$ cat config.mk
export PLATFORM = sky130hd
export DESIGN_NAME = ber_test_ctrl
export DESIGN_NICKNAME = d
export VERILOG_FILES = /design/src/rtl/ber_pkg.sv /design/src/rtl/ber_sat_acc.sv /design/src/rtl/ber_test_ctrl.sv
export SDC_FILE = /design/constraint.sdc
export NUM_CORES = 1
export LEC_CHECK = 0
export BUFFER_PORTS_ARGS = -buffer_cell sky130_fd_sc_hd__clkbuf_2
export CORE_MARGIN = 1
export CORE_UTILIZATION = 50
export DETAILED_ROUTE_END_ITERATION = 6
export PLACE_DENSITY = 0.79
export SYNTH_ARGS = -nofsm -noshare
export SYNTH_HDL_FRONTEND = slang
export SYNTH_SLANG_ARGS = --single-unit
export TNS_END_PERCENT = 20
$ cat constraint.sdc
create_clock -name clk_in -period 10.51 [get_ports clk_in]
set_clock_uncertainty 0.1 [all_clocks]
set_input_delay 0 -clock clk_in [delete_from_list [all_inputs] [get_ports clk_in]]
set_output_delay 0 -clock clk_in [all_outputs]
set_load 0.01 [all_outputs]
$ cat src/rtl/ber_pkg.sv
// rtl/ber_pkg.sv - shared state encoding and constants for the BER run controller
package ber_pkg;

    typedef enum logic [2:0] {
        ST_IDLE  = 3'd0,
        ST_LOAD  = 3'd1,
        ST_PRIME = 3'd2,
        ST_RUN   = 3'd3,
        ST_DRAIN = 3'd4,
        ST_DONE  = 3'd5,
        ST_FAIL  = 3'd6
    } ber_state_t;

    localparam int MAX_ERR_PER_WORD = 32;
    localparam int LANE_W           = 4;
    localparam int ERR_BITS_W       = 6;

    // A 32-bit word cannot carry more than 32 bit errors; larger reports are clamped.
    function automatic logic [ERR_BITS_W-1:0] clamp_err(input logic [ERR_BITS_W-1:0] bits);
        if (bits > ERR_BITS_W'(MAX_ERR_PER_WORD))
            return ERR_BITS_W'(MAX_ERR_PER_WORD);
        return bits;
    endfunction

endpackage

$ cat src/rtl/ber_sat_acc.sv
// rtl/ber_sat_acc.sv - saturating accumulator with synchronous clear
module ber_sat_acc #(
    parameter int W    = 8,
    parameter int IN_W = 1
) (
    input  logic            clk,
    input  logic            rst,
    input  logic            clr,
    input  logic            en,
    input  logic [IN_W-1:0] inc,
    output logic [W-1:0]    acc
);

    logic [W:0] sum;

    assign sum = {1'b0, acc} + {{(W + 1 - IN_W){1'b0}}, inc};

    // Add the increment, pinning at all-ones once the carry-out shows an overflow.
    always_ff @(posedge clk) begin
        if (rst || clr)
            acc <= '0;
        else if (en)
            acc <= sum[W] ? {W{1'b1}} : sum[W-1:0];
    end

endmodule

$ cat src/rtl/ber_test_ctrl.sv
// rtl/ber_test_ctrl.sv - BER tester run controller: load, lock, run, drain, statistics
module ber_test_ctrl
    import ber_pkg::*;
#(
    parameter int CNT_W        = 48,
    parameter int LOCK_TIMEOUT = 1024,
    parameter int CHK_LAT      = 4
) (
    input  logic                  clk_in,
    input  logic                  rst_in,
    input  logic                  start_in,
    input  logic                  abort_in,
    input  logic [LANE_W-1:0]     lane_mask_in,
    input  logic [CNT_W-1:0]      word_target_in,
    input  logic                  chk_lock_in,
    input  logic                  chk_err_valid_in,
    input  logic [ERR_BITS_W-1:0] chk_err_bits_in,
    output logic                  gen_load_out,
    output logic                  gen_en_out,
    output logic [LANE_W-1:0]     byte_control_out,
    output logic                  chk_en_out,
    output logic                  busy_out,
    output logic                  done_out,
    output logic                  fail_out,
    output logic [CNT_W-1:0]      word_cnt_out,
    output logic [CNT_W-1:0]      err_cnt_out,
    output logic [7:0]            lock_loss_out
);

    // One timer serves both the PRIME lock window and the DRAIN countdown.
    localparam int TMR_W = $clog2(LOCK_TIMEOUT + CHK_LAT) + 1;

    ber_state_t         state;
    ber_state_t         state_next;
    logic [TMR_W-1:0]   timer;
    logic [LANE_W-1:0]  mask_q;
    logic [CNT_W-1:0]   target_q;
    logic               lock_prev;
    logic               start_ok;
    logic               load_now;
    logic [LANE_W-1:0]  mask_d;
    logic               busy_d;
    logic               err_en;
    logic               loss_en;

    assign start_ok = start_in && !abort_in && (word_target_in != '0) && (lane_mask_in != '0);
    assign load_now = (state_next == ST_LOAD);
    assign mask_d   = load_now ? lane_mask_in : mask_q;

    // State register.
    always_ff @(posedge clk_in) begin
        if (rst_in)
            state <= ST_IDLE;
        else
            state <= state_next;
    end

    // Next-state logic; abort from any active or terminal state returns to IDLE.
    always_comb begin
        state_next = state;
        busy_d     = 1'b0;
        if (abort_in && state != ST_IDLE) begin
            state_next = ST_IDLE;
        end else begin
            case (state)
                ST_IDLE, ST_DONE, ST_FAIL: if (start_ok) state_next = ST_LOAD;
                ST_LOAD:  state_next = ST_PRIME;
                ST_PRIME: begin
                    if (chk_lock_in)
                        state_next = ST_RUN;
                    else if (timer == TMR_W'(LOCK_TIMEOUT - 1))
                        state_next = ST_FAIL;
                end
                ST_RUN:   if (word_cnt_out == target_q - CNT_W'(1)) state_next = ST_DRAIN;
                ST_DRAIN: if (timer == TMR_W'(CHK_LAT - 1)) state_next = ST_DONE;
                default:  state_next = ST_IDLE;
            endcase
        end
        busy_d = (state_next == ST_LOAD) || (state_next == ST_PRIME) ||
                 (state_next == ST_RUN)  || (state_next == ST_DRAIN);
    end

    // Run parameters are captured only when a qualified start is accepted.
    always_ff @(posedge clk_in) begin
        if (rst_in) begin
            mask_q   <= '0;
            target_q <= '0;
        end else if (load_now) begin
            mask_q   <= lane_mask_in;
            target_q <= word_target_in;
        end
    end

    // Timer counts while in PRIME or DRAIN and is zero on entry to either.
    always_ff @(posedge clk_in) begin
        if (rst_in)
            timer <= '0;
        else if (state == ST_PRIME || state == ST_DRAIN)
            timer <= timer + TMR_W'(1);
        else
            timer <= '0;
    end

    // Word counter: cleared in LOAD, advances every RUN cycle unless aborting.
    always_ff @(posedge clk_in) begin
        if (rst_in || state == ST_LOAD)
            word_cnt_out <= '0;
        else if (state == ST_RUN && !abort_in)
            word_cnt_out <= word_cnt_out + CNT_W'(1);
    end

    // Previous lock level, for falling-edge detection.
    always_ff @(posedge clk_in) begin
        if (rst_in)
            lock_prev <= 1'b0;
        else
            lock_prev <= chk_lock_in;
    end

    assign err_en  = (state == ST_RUN || state == ST_DRAIN) && chk_err_valid_in && !abort_in;
    assign loss_en = (state == ST_RUN) && lock_prev && !chk_lock_in && !abort_in;

    ber_sat_acc #(.W(CNT_W), .IN_W(ERR_BITS_W)) u_err_acc (
        .clk (clk_in),
        .rst (rst_in),
        .clr (state == ST_LOAD),
        .en  (err_en),
        .inc (clamp_err(chk_err_bits_in)),
        .acc (err_cnt_out)
    );

    ber_sat_acc #(.W(8), .IN_W(1)) u_loss_acc (
        .clk (clk_in),
        .rst (rst_in),
        .clr (state == ST_LOAD),
        .en  (loss_en),
        .inc (1'b1),
        .acc (lock_loss_out)
    );

    // Control outputs registered from the next state so they line up with the state register.
    always_ff @(posedge clk_in) begin
        if (rst_in) begin
            gen_load_out     <= 1'b0;
            gen_en_out       <= 1'b0;
            chk_en_out       <= 1'b0;
            byte_control_out <= '0;
            busy_out         <= 1'b0;
            done_out         <= 1'b0;
            fail_out         <= 1'b0;
        end else begin
            gen_load_out     <= (state_next == ST_LOAD);
            gen_en_out       <= (state_next == ST_PRIME) || (state_next == ST_RUN);
            chk_en_out       <= (state_next == ST_PRIME) || (state_next == ST_RUN) ||
                                (state_next == ST_DRAIN);
            byte_control_out <= busy_d ? mask_d : '0;
            busy_out         <= busy_d;
            done_out         <= (state_next == ST_DONE);
            fail_out         <= (state_next == ST_FAIL);
        end
    end

endmodule
==> flow_summary.yaml <==
power_and_ir_drop:
  comb_power_share: 0.150
  p_per_area_nw_per_um2: 136
  seqPwrFrac: 0.451
  power_w: 0.00160
  switching_share: 0.266
  p_int_w: 0.00117
  peakVddDrop_v: 0.000116
  power.leakage_nw: 4.63
  clkPwrFrac: 0.399
  netSwitchingPower_w: 0.000425
critical_path:
  arrival_ns: 4.27
  slowest_delay_ns: 0.81
  cp_cell_sequence: "nor4_1 > nand4_1 > or3_1 > a221oi_1 > o2111ai_1 > or4_4 > o41ai_2 > a211o_2 > mux2i_1"
  path_buf_inv: 0
  endpoint_kind: "register"
  critPathTopFamily: "simple AND/OR/NAND/NOR gates"
  critPathSlowestCell: "nor4_1"
  startpoint_type: "register"
  crit_type: "reg -> reg"
  critPathMaxFanout: 9
  worstPathRequired_ns: 10.76
layout:
  final_common_cell: "dfxtp_1"
  area_growth_pct: 22.9
  multi_input_area_um2: 5620
  final_layout_size_suffix_gt1_frac: 0.168
  design_area_um2: 11700
  utilization: 0.628
  layout.nets: 1429
  nFillCells: 1488
  most-common-layout-cells: "182 x dfxtp_1, 177 x clkbuf_2, 163 x nor2_1"
  seq_area_um2: 3640
outcome:
  outcome: "completed"
floorplanning:
  rows: 50
  core_area_um2: 18700
  dieArea_um2: 19700
  dieHeight_um: 140
  io-pin-count: 178
  start_util: 0.511
  fp.dieW_um: 140
sta:
  tns_ns: 0
  worstMarginPinSlew_ns: 1.26
  fin_crit_sh: 0.382
  hold_viol: 0
  max_slew_margin: 0.153
  slew_violations: 0
  layout_setup_ws_ns: 6.50
  clock.fmax_mhz: 249
  rsz0062_at_grt: "false"
  finalSetupViolations: 0
  period_needed_ns: 4.01
synth:
  synth_nets: 1218
  muxShareOfSynthArea: 0.0621
  yosysSeqAreaShare: 0.381
  yosys.area_share.simple: 0.267
  syn_area_um2: 9550
  yosys.area_share.adder: 0.0162
  synthXorXnorAreaFrac: 0.148
  synth_top_family_by_area: "simple AND/OR/NAND/NOR gates"
  ys_warn_count: 0
  synthArstFlopShare: 0
  synthFlopType: "dfxtp_1"
  yosys_register_bits: 182
  synth.distinct_cells: 62
  synth_edf_count: 0
  syn_inst: 1143
  synth-compound-area-share: 0.0948
  synth.avg_cell_area_um2: 8.36
global_routing:
  grt_pass1_wl_mm: 42.5
  grt.overflow.total: 0
  track_usage: 0.267
  antenna_found_initial: 1
  grt_max_degree: 78
  grt_pass1_vias: 8705
routing:
  num_vias: 9174
  dr.pass1.iters: 6
  wl_per_cell_um: 16.3
  ant_nets: 0
  drc: 0
  vias_per_cell: 5.73
  finalWirelength_mm: 26.1
  drtIter0Drc: 636
clocking:
  htreeDepth: 4
  cts.reportedPaths.clkPinSlew_ns: 0.07
  cts_tree: "built"
  cts_root_buffer: "clkbuf_16"
  insertion_delay_ns: 0.43
  cts_buffers: 17
  cts_buffer_depth: 2
  cts.sinks: 182
job:
  cap_violations: 0
placed_design:
  portBuffers: 177
  hpwl_mm: 18.2
  gp_congestion: 0.913
  dpl_cell_area_um2: 10600
  post-place-ws_ns: 6.60
worst_hold_path:
  hp-class: "in -> reg"
tightest hold or removal path: stages:
cell and delay [ns]:
clkbuf_2 0.08, nor2b_1 0.14, ha_1 0.14, o221a_2 0.17
final timing paths:
check,startpoint,endpoint,slack (ns),cells past startpoint
worst min register to register,timer[0],timer[0],0.36,1
worst min-delay path,chk_err_bits_in[0],u_err_acc.acc[0],0.03,4
worst max-delay path,target_q[0],chk_en_out,6.50,9
worst max register to register,target_q[0],chk_en_out,6.50,9
sequential cells by signal, indices dropped and copies added (netlist names):
signal,count
word_cnt_out,48
mask_q,4
target_q,48
byte_control_out,4
chk_en_out,1
u_err_acc.acc,48
state,3
u_loss_acc.acc,8
fail_out,1
busy_out,1
gen_load_out,1
gen_en_out,1
timer,12
done_out,1
lock_prev,1
cells by family after synthesis:
group / count (synthesis)
flops: 182
xor+xnor: 160
compound gates: 150
mux: 59
buf+inv: 77
simple gates: 503
fa+ha+maj: 12
what timing repair did:
action / in CTS / in global routing
hold buffers: 55 / 0
resized for setup: 0 / 0
endpoints found under the hold margin: 63 / 0
buffers inserted: 0 / 0
synthesized netlist by cell type (all sizes together), types with 4 or more instances:
master   instances  area (µm²)
xnor2          101         885
xor2            58         508
nand2           68         255
mux2i           57         571
dfxtp          182        3640
nand3           39         195
o21ai           35         175
buf              5        18.8
and3            29         181
nand2b          11        68.8
and2             7        43.8
clkbuf          41         155
nand4           33         206
ha              10         125
inv             31         116
or3             23         144
nor2b            9        56.3
nor3            38         190
nor4            45         288
nor2           163         612
or4             14         113
and3b            4        35.0
and4             6        52.6
or2              5        31.3
o2111ai          4        35.0
a21oi           72         360
power groups by stage:
stage	Clock, W	Sequential [W]	Combinational [W]
after floorplan	0	0.000730	0.000164
after global placement	0	0.000735	0.000214
after detailed placement	0	0.000735	0.000215
after CTS	0.000645	0.000720	0.000233
after global routing	0.000674	0.000722	0.000261
final	0.000637	0.000721	0.000240
final cells by class:
| class | instances | area share |
|---|---|---|
| multi-input combinational | 884 | 0.479 |
| timing repair buffer | 238 | 0.126 |
| antenna | 1 | 0.000213 |
| tap | 234 | 0.0249 |
| clock inverter | 11 | 0.0106 |
| clock buffer | 21 | 0.0392 |
| sequential | 182 | 0.310 |
| inverter | 31 | 0.00991 |
metrics by stage:
| step | instances | hold WS [ns] |
|---|---|---|
| finish | 1602 | 0.0327 |
| floorplan | 1143 | 0.0282 |
| detailed placement | 1514 | 0.166 |
| global placement | 1514 | 0.154 |
| global route | 1602 | 0.0626 |
| CTS | 1601 | 0.0172 |
metal layers:
| metal | wire length [µm] | part of all wire | global-route usage | vias up |
|---|---|---|---|---|
| met2 | 12300 | 0.47 | 0.444 | 366 |
| li1 | - | - | - | 4451 |
| met1 | 11500 | 0.44 | 0.347 | 4310 |
| met5 | 0 | 0 | 0 | - |
| met4 | 624 | 0.024 | 0.105 | 0 |
| met3 | 1680 | 0.064 | 0.0431 | 47 |
(Power assumes the default switching activity.)
